===== src/rtl/cpu_pkg.sv =====
// Shared CPU definitions used by the EX-stage multiply/divide unit.
package cpu_pkg;

  localparam int unsigned MDU_ITER  = 32;
  localparam int unsigned MDU_CNT_W = 6;

  typedef enum logic [1:0] {
    OP_MULT  = 2'b00,
    OP_MULTU = 2'b01,
    OP_DIV   = 2'b10,
    OP_DIVU  = 2'b11
  } mdu_op_e;

  typedef enum logic [1:0] {
    ST_IDLE = 2'b00,
    ST_CALC = 2'b01,
    ST_FIN  = 2'b10
  } mdu_state_e;

  function automatic logic op_is_div(input logic [1:0] op);
    return op[1];
  endfunction

  function automatic logic op_is_signed(input logic [1:0] op);
    return ~op[0];
  endfunction

  // Unsigned magnitude; 0x80000000 maps onto itself, which is the correct magnitude.
  function automatic logic [31:0] mag32(input logic [31:0] v, input logic sgn);
    return (sgn && v[31]) ? (~v + 32'd1) : v;
  endfunction

endpackage


===== src/rtl/ex_mdu_if.sv =====
// EX-stage <-> multiply/divide unit signal bundle.
interface ex_mdu_if;
  logic        start;
  logic [1:0]  op;
  logic [31:0] rs_val;
  logic [31:0] rt_val;
  logic        hilo_rd;
  logic        hi_we;
  logic        lo_we;
  logic [31:0] wdata;
  logic        flush;
  logic [31:0] hi;
  logic [31:0] lo;
  logic        busy;
  logic        done;
  logic        stall_req;

  modport master (
    output start, op, rs_val, rt_val, hilo_rd, hi_we, lo_we, wdata, flush,
    input  hi, lo, busy, done, stall_req
  );

  modport slave (
    input  start, op, rs_val, rt_val, hilo_rd, hi_we, lo_we, wdata, flush,
    output hi, lo, busy, done, stall_req
  );
endinterface


===== src/rtl/mdu_iter_dp.sv =====
// Iterative datapath: shift-add multiply / restoring divide on unsigned
// magnitudes, one iteration per clock.
// Multiply: acc = {partial, multiplier}, result acc = product.
// Divide:   acc = {remainder, dividend/quotient}, result {rem, quot}.
module mdu_iter_dp import cpu_pkg::*; (
  input  logic        clk,
  input  logic        rst,
  input  logic        load,
  input  logic        step,
  input  logic        is_div,
  input  logic [31:0] init_lo,
  input  logic [31:0] opnd_in,
  output logic [63:0] acc
);

  logic [31:0] opnd;
  logic [32:0] mul_sum;
  logic [32:0] div_rem;
  logic [32:0] div_diff;

  // One iteration's candidate values for both operations.
  always_comb begin
    mul_sum  = {1'b0, acc[63:32]} + {1'b0, (acc[0] ? opnd : 32'd0)};
    div_rem  = {acc[63:32], acc[31]};
    div_diff = div_rem - {1'b0, opnd};
  end

  // Accumulator load and per-cycle iteration.
  always_ff @(posedge clk or negedge rst) begin
    if (!rst) begin
      acc  <= '0;
      opnd <= '0;
    end else if (load) begin
      acc  <= {32'd0, init_lo};
      opnd <= opnd_in;
    end else if (step) begin
      if (is_div)
        acc <= div_diff[32] ? {div_rem[31:0], acc[30:0], 1'b0}
                            : {div_diff[31:0], acc[30:0], 1'b1};
      else
        acc <= {mul_sum, acc[31:1]};
    end
  end

endmodule


===== src/rtl/ex_mdu.sv =====
// EX-stage multiply/divide unit: FSM, sign handling and HI/LO registers.
//
// state   | meaning
// IDLE    | waiting for start; MTHI/MTLO writes accepted here
// CALC    | 32 datapath iterations, then one cycle to move on to FIN
// FIN     | sign-correct result, write HI/LO, pulse done
module ex_mdu import cpu_pkg::*; (
  input  logic    clk,
  input  logic    rst,
  ex_mdu_if.slave bus
);

  localparam logic [MDU_CNT_W-1:0] ITER_LAST = MDU_CNT_W'(MDU_ITER);

  mdu_state_e           state;
  logic [MDU_CNT_W-1:0] cnt;
  logic                 op_div, neg_rs, neg_rt, div0;
  logic [31:0]          rs_raw, hi_q, lo_q;
  logic                 busy_q, done_q;
  logic [31:0]          rs_mag, rt_mag, q_fix, r_fix;
  logic [63:0]          acc, prod_fix, fin_hilo;
  logic                 accept, dp_step, start_div, start_div0;

  // Operand magnitudes and start/step qualification.
  always_comb begin
    rs_mag     = mag32(bus.rs_val, op_is_signed(bus.op));
    rt_mag     = mag32(bus.rt_val, op_is_signed(bus.op));
    start_div  = op_is_div(bus.op);
    start_div0 = start_div && (bus.rt_val == 32'd0);
    accept     = (state == ST_IDLE) && bus.start && !bus.flush;
    dp_step    = (state == ST_CALC) && (cnt != ITER_LAST) && !bus.flush;
  end

  mdu_iter_dp u_dp (
    .clk     (clk),
    .rst     (rst),
    .load    (accept),
    .step    (dp_step),
    .is_div  (op_div),
    .init_lo (start_div ? rs_mag : rt_mag),
    .opnd_in (start_div ? rt_mag : rs_mag),
    .acc     (acc)
  );

  // Sign correction of the unsigned result; divide by zero bypasses the datapath.
  always_comb begin
    prod_fix = (neg_rs ^ neg_rt) ? (~acc + 64'd1) : acc;
    q_fix    = (neg_rs ^ neg_rt) ? (~acc[31:0] + 32'd1) : acc[31:0];
    r_fix    = neg_rs ? (~acc[63:32] + 32'd1) : acc[63:32];
    if (div0)
      fin_hilo = {rs_raw, 32'hFFFF_FFFF};
    else if (op_div)
      fin_hilo = {r_fix, q_fix};
    else
      fin_hilo = prod_fix;
  end

  // Sequencing FSM with registered busy/done.
  always_ff @(posedge clk or negedge rst) begin
    if (!rst) begin
      state  <= ST_IDLE;
      cnt    <= '0;
      op_div <= 1'b0;
      neg_rs <= 1'b0;
      neg_rt <= 1'b0;
      div0   <= 1'b0;
      rs_raw <= '0;
      busy_q <= 1'b0;
      done_q <= 1'b0;
    end else begin
      done_q <= 1'b0;
      case (state)
        ST_IDLE: begin
          if (accept) begin
            op_div <= start_div;
            neg_rs <= op_is_signed(bus.op) & bus.rs_val[31];
            neg_rt <= op_is_signed(bus.op) & bus.rt_val[31];
            div0   <= start_div0;
            rs_raw <= bus.rs_val;
            cnt    <= '0;
            busy_q <= 1'b1;
            state  <= start_div0 ? ST_FIN : ST_CALC;
          end
        end
        ST_CALC: begin
          if (bus.flush) begin
            state  <= ST_IDLE;
            busy_q <= 1'b0;
          end else if (cnt == ITER_LAST) begin
            state <= ST_FIN;
          end else begin
            cnt <= cnt + MDU_CNT_W'(1);
          end
        end
        ST_FIN: begin
          state  <= ST_IDLE;
          busy_q <= 1'b0;
          done_q <= !bus.flush;
        end
        default: begin
          state  <= ST_IDLE;
          busy_q <= 1'b0;
        end
      endcase
    end
  end

  // HI/LO: result write in FIN, MTHI/MTLO only while idle; a squashed EX instruction writes nothing.
  always_ff @(posedge clk or negedge rst) begin
    if (!rst) begin
      hi_q <= '0;
      lo_q <= '0;
    end else if (state == ST_FIN && !bus.flush) begin
      hi_q <= fin_hilo[63:32];
      lo_q <= fin_hilo[31:0];
    end else if (state == ST_IDLE && !bus.flush) begin
      if (bus.hi_we) hi_q <= bus.wdata;
      if (bus.lo_we) lo_q <= bus.wdata;
    end
  end

  assign bus.hi        = hi_q;
  assign bus.lo        = lo_q;
  assign bus.busy      = busy_q;
  assign bus.done      = done_q;
  assign bus.stall_req = busy_q & (bus.start | bus.hilo_rd | bus.hi_we | bus.lo_we);

endmodule


===== src/flat_wrapper.sv =====
// flat-port wrapper written by rule: the top's interface ports become plain ports
module ex_mdu_flat import cpu_pkg::*;
  (clk, rst, bus_start, bus_op, bus_rs_val, bus_rt_val, bus_hilo_rd, bus_hi_we, bus_lo_we, bus_wdata, bus_flush, bus_hi, bus_lo, bus_busy, bus_done, bus_stall_req);
  ex_mdu_if bus_i ();
  input  logic clk;
  input  logic rst;
  input wire logic [$bits(bus_i.start)-1:0] bus_start;
  input wire logic [$bits(bus_i.op)-1:0] bus_op;
  input wire logic [$bits(bus_i.rs_val)-1:0] bus_rs_val;
  input wire logic [$bits(bus_i.rt_val)-1:0] bus_rt_val;
  input wire logic [$bits(bus_i.hilo_rd)-1:0] bus_hilo_rd;
  input wire logic [$bits(bus_i.hi_we)-1:0] bus_hi_we;
  input wire logic [$bits(bus_i.lo_we)-1:0] bus_lo_we;
  input wire logic [$bits(bus_i.wdata)-1:0] bus_wdata;
  input wire logic [$bits(bus_i.flush)-1:0] bus_flush;
  output wire logic [$bits(bus_i.hi)-1:0] bus_hi;
  output wire logic [$bits(bus_i.lo)-1:0] bus_lo;
  output wire logic [$bits(bus_i.busy)-1:0] bus_busy;
  output wire logic [$bits(bus_i.done)-1:0] bus_done;
  output wire logic [$bits(bus_i.stall_req)-1:0] bus_stall_req;
  assign bus_i.start = bus_start;
  assign bus_i.op = bus_op;
  assign bus_i.rs_val = bus_rs_val;
  assign bus_i.rt_val = bus_rt_val;
  assign bus_i.hilo_rd = bus_hilo_rd;
  assign bus_i.hi_we = bus_hi_we;
  assign bus_i.lo_we = bus_lo_we;
  assign bus_i.wdata = bus_wdata;
  assign bus_i.flush = bus_flush;
  assign bus_hi = bus_i.hi;
  assign bus_lo = bus_i.lo;
  assign bus_busy = bus_i.busy;
  assign bus_done = bus_i.done;
  assign bus_stall_req = bus_i.stall_req;
  ex_mdu u_core (.clk(clk), .rst(rst), .bus(bus_i));
endmodule

===== config.mk =====
export PLATFORM = sky130hd
export DESIGN_NAME = ex_mdu_flat
export DESIGN_NICKNAME = d
export VERILOG_FILES = /design/src/rtl/cpu_pkg.sv /design/src/rtl/ex_mdu_if.sv /design/src/rtl/mdu_iter_dp.sv /design/src/rtl/ex_mdu.sv /design/src/flat_wrapper.sv
export SDC_FILE = /design/constraint.sdc
export NUM_CORES = 1
export LEC_CHECK = 0
export CAP_MARGIN = 20
export CORE_MARGIN = 2
export CORE_UTILIZATION = 50
export DETAILED_ROUTE_END_ITERATION = 8
export GPL_TIMING_DRIVEN = 1
export PLACE_DENSITY = 0.71
export SLEW_MARGIN = 5
export SYNTH_ARGS = -nofsm -noshare
export SYNTH_HDL_FRONTEND = slang
export SYNTH_HIERARCHICAL = 1
export SYNTH_SLANG_ARGS = --single-unit

===== constraint.sdc =====
create_clock -name clk -period 6.5 [get_ports clk]
set_input_delay 0.975 -clock clk [delete_from_list [all_inputs] [get_ports clk]]
set_output_delay 0.975 -clock clk [all_outputs]
set_load 0.01 [all_outputs]

==> impl_metrics.py <==
metrics = {
    "outcome": {
        "status": "finished, violations left",
        "violations": "DRC",
    },
    "clock_tree": {
        "post_cts_buffers": 0,
        "cts_sinks": 206,
        "path_clk_slew_ns": 0.06,
        "ctsRootBufferMaster": "clkbuf_16",
        "cts-htree-levels": 1,
        "clockBufferDepth": 3,
        "worst_skew_pair.late_latency_ns": 0.55,
        "hold_buffers": 0,
        "cts_buffers": 25,
        "cts_tree": "done",
        "post_cts_resize_count": 0,
    },
    "place": {
        "gp_congestion": 0.972,
        "dp_hpwl_mm": 50.4,
        "portBuffers": 171,
    },
    "grt": {
        "grt_max_degree": 167,
        "grt_use_total_pct": 35.6,
        "antenna_found_initial": 0,
        "grt_pass1_wl_mm": 97.4,
        "grt_pass1_vias": 16058,
        "grt_overflow_total": 0,
    },
    "routing": {
        "antenna_left": 0,
        "routed_via_density": 6.40,
        "drc": 2,
        "dr.pass1.iters": 9,
        "via_count": 17315,
        "wl_per_cell_um": 24.2,
        "wirelength_mm": 65.6,
        "drt_iter0_drc": 2107,
    },
    "power": {
        "internal-power_mw": 4.32,
        "p_sw_mw": 4.16,
        "powerDensity_nw_per_um2": 426,
        "p_seq_share_pct": 27.1,
        "p_leak_nw": 8.41,
        "p_sw_share_pct": 49.1,
        "comb_power_share_pct": 55.6,
        "clockPowerShare_pct": 17.3,
        "max-vdd-ir-drop_uv": 328,
    },
    "yosys": {
        "synthCells": 2132,
        "postSynthAreaPerCell_sq_um": 8.03,
        "ys_warn_count": 6,
        "synth-seq-area-share_pct": 30.1,
        "ys.flop_type": "dfrtp_1",
        "ys_seq_elements": 206,
        "async_flop_share_pct": 100,
        "synth_fp_nets": 2309,
        "synth_edf_count": 0,
        "yosys.cell_types.count": 94,
        "synth_area_sq_um": 17100,
    },
    "setup_path": {
        "worstPathRequired_ns": 6.96,
        "worstPathMaxFanout": 32,
        "worstPathArrival_ns": 4.66,
        "critPathSlowestCell": "dfrtp_1",
        "max_stage_delay_ns": 0.64,
        "path_delay_family": "compound AO/OA/AOI/OAI gates",
        "path_common_cell": "o21ai_1",
        "critPathLaunchType": "register",
        "cp.buffers_inverters": 2,
        "end_kind": "register",
        "criticalPathCategory": "reg -> reg",
        "cp_cell_sequence": "buf_4 > and2_1 > ha_1 > inv_1 > fa_1 > nand2b_1 > a21oi_1 > o21ai_1 > o21ai_1 > a31o_2 > a31oi_1 > xor2_1 > a2111o_1 > a41oi_2",
    },
    "timing": {
        "whs_ns": 0.360,
        "post-route-min-period_ns": 4.19,
        "period_share_pct": 64.5,
        "setup_tns_ns": 0,
        "setup_viol": 0,
        "rsz0062_at_grt": "false",
        "finClkSkew_ns": 0.00823,
        "fmax_ghz": 0.238,
        "maxSlewViolCount": 0,
        "max-slew-margin-rel_pct": 25.6,
        "worst_pin_slew_ns": 1.12,
        "hold_viol_final": 0,
    },
    "cells_and_area": {
        "final_nets": 2416,
        "area_growth_pct": 16.4,
        "final_common_cell": "nand2_1",
        "most-common-layout-cells": "nand2_1, dfrtp_1, o21ai_0",
        "layout-drive-gt1-share_pct": 4.69,
        "regArea_sq_um": 5160,
        "multi_input_area_sq_um": 11200,
        "n_fill_cell": 3096,
    },
    "floorplan": {
        "io_pins": 172,
        "fp.dieW_um": 189,
        "die-area_sq_um": 35700,
        "core_area_sq_um": 33600,
        "fp.dieH_um": 189,
        "row_count": 67,
        "initial_core_util_pct": 50.9,
    },
    "min_path": {
        "hp-class": "in -> async",
    },
    "flow_run": {
        "max_cap_viol_count": 0,
    },
}
==> kinds of logic (layout without fill, tap and decap cells) <==
| kind of cell | Yosys count | after routing | synth area share [%] |
|---|---|---|---|
| compound gates | 592 | 592 | 22.3 |
| xor+xnor | 171 | 171 | 8.75 |
| fa+ha+maj | 72 | 72 | 5.35 |
| buf+inv | 186 | 312 | 4.59 |
| flops | 206 | 206 | 30.1 |
| mux | 124 | 124 | 7.26 |
| other cells | 0 | 1 | 0 |
| simple gates | 781 | 781 | 21.6 |
==> final cells by class <==
cell class	count	share of cell area, %
multi-input cells	1740	56.2
flip-flops and latches	206	25.9
repair buffers	192	9.44
clock buffers	34	3.51
well taps	448	2.81
inverters	74	1.41
clock inverters	12	0.753
diodes	1	0.0126
==> stage by stage <==
stage / instances / power [mW] / cell area [sq um] / utilization [%] / setup slack, ns
floorplan: 2132 / 5.28 / 17100 / - / 3.40
global placement: 2658 / 6.81 / 19100 / 56.7 / 2.11
detailed placement: 2658 / 6.84 / 19100 / 56.7 / 2.03
CTS: 2704 / 8.32 / 19900 / 59.2 / 2.46
global route: 2706 / 8.93 / 19900 / 59.3 / 2.26
finish: 2707 / 8.48 / 19900 / 59.3 / 2.31
==> layer usage <==
metal	GRT usage, %	share of wire [%]
met5	0	0
met2	52.7	42
met1	50.6	42
met3	6.67	11
met4	16.0	4.8
==> power groups by stage <==
stage | Sequential (mW) | Clock, mW | Combinational [mW]
floorplan | 1.98 | 0 | 3.30
global placement | 2.26 | 0 | 4.55
detailed placement | 2.27 | 0 | 4.57
CTS | 2.25 | 1.47 | 4.59
global route | 2.32 | 1.54 | 5.08
finish | 2.29 | 1.47 | 4.72
==> final timing paths <==
kind,startpoint,to,slack (ns),depth (start not counted)
max in group asynchronous,rst,u_core/op_div$_DFFE_PN0P_,4.88,2
min in group clk,u_core/rs_raw[9]$_DFFE_PN0P_,u_core/rs_raw[9]$_DFFE_PN0P_,0.49,2
hold / removal,rst,u_core/cnt[5]$_DFFE_PN0P_,0.36,1
setup / recovery,u_core/u_dp/acc[0]$_DFFE_PN0P_,u_core/u_dp/acc[57]$_DFFE_PN0P_,2.31,14
hold reg to reg,u_core/rs_raw[9]$_DFFE_PN0P_,u_core/rs_raw[9]$_DFFE_PN0P_,0.49,2
setup reg to reg,u_core/u_dp/acc[0]$_DFFE_PN0P_,u_core/u_dp/acc[57]$_DFFE_PN0P_,2.31,14
==> flip-flops by register name, indices dropped and copies added, names as in the netlist <==
| name | cells |
|---|---|
| u_core/op_div | 1 |
| u_core/u_dp/acc | 64 |
| u_core/bus.busy | 1 |
| u_core/bus.lo | 32 |
| u_core/state | 2 |
| u_core/cnt | 6 |
| u_core/bus.done | 1 |
| u_core/rs_raw | 32 |
| u_core/u_dp/opnd | 32 |
| u_core/div0 | 1 |
| u_core/neg_rt | 1 |
| u_core/neg_rs | 1 |
| u_core/bus.hi | 32 |
==> synth_stat cells (9+ instances only) <==
library cell,n,area (sq um)
a211oi_1,16,120
a21o_1,19,143
a21oi_1,129,646
a222oi_1,17,170
a22oi_1,21,158
a31oi_1,24,150
a32oi_1,25,219
and2_1,38,238
and3_1,11,68.8
clkbuf_1,92,345
dfrtp_1,206,5150
ha_1,70,876
inv_1,71,267
mux2i_1,123,1230
nand2_1,355,1330
nand2b_1,14,87.6
nand3_1,21,105
nand4_1,21,131
nor2_1,138,518
nor2b_1,19,119
nor3_1,50,250
nor4_1,29,181
o211ai_1,11,82.6
o21a_1,9,67.6
o21ai_0,185,926
o21ai_1,22,110
o21bai_1,11,82.6
o22ai_1,10,62.6
o31ai_1,23,173
or3_1,20,125
or4_1,11,82.6
xnor2_1,101,885
xor2_1,70,613
Power figures use the tool's default switching activity.
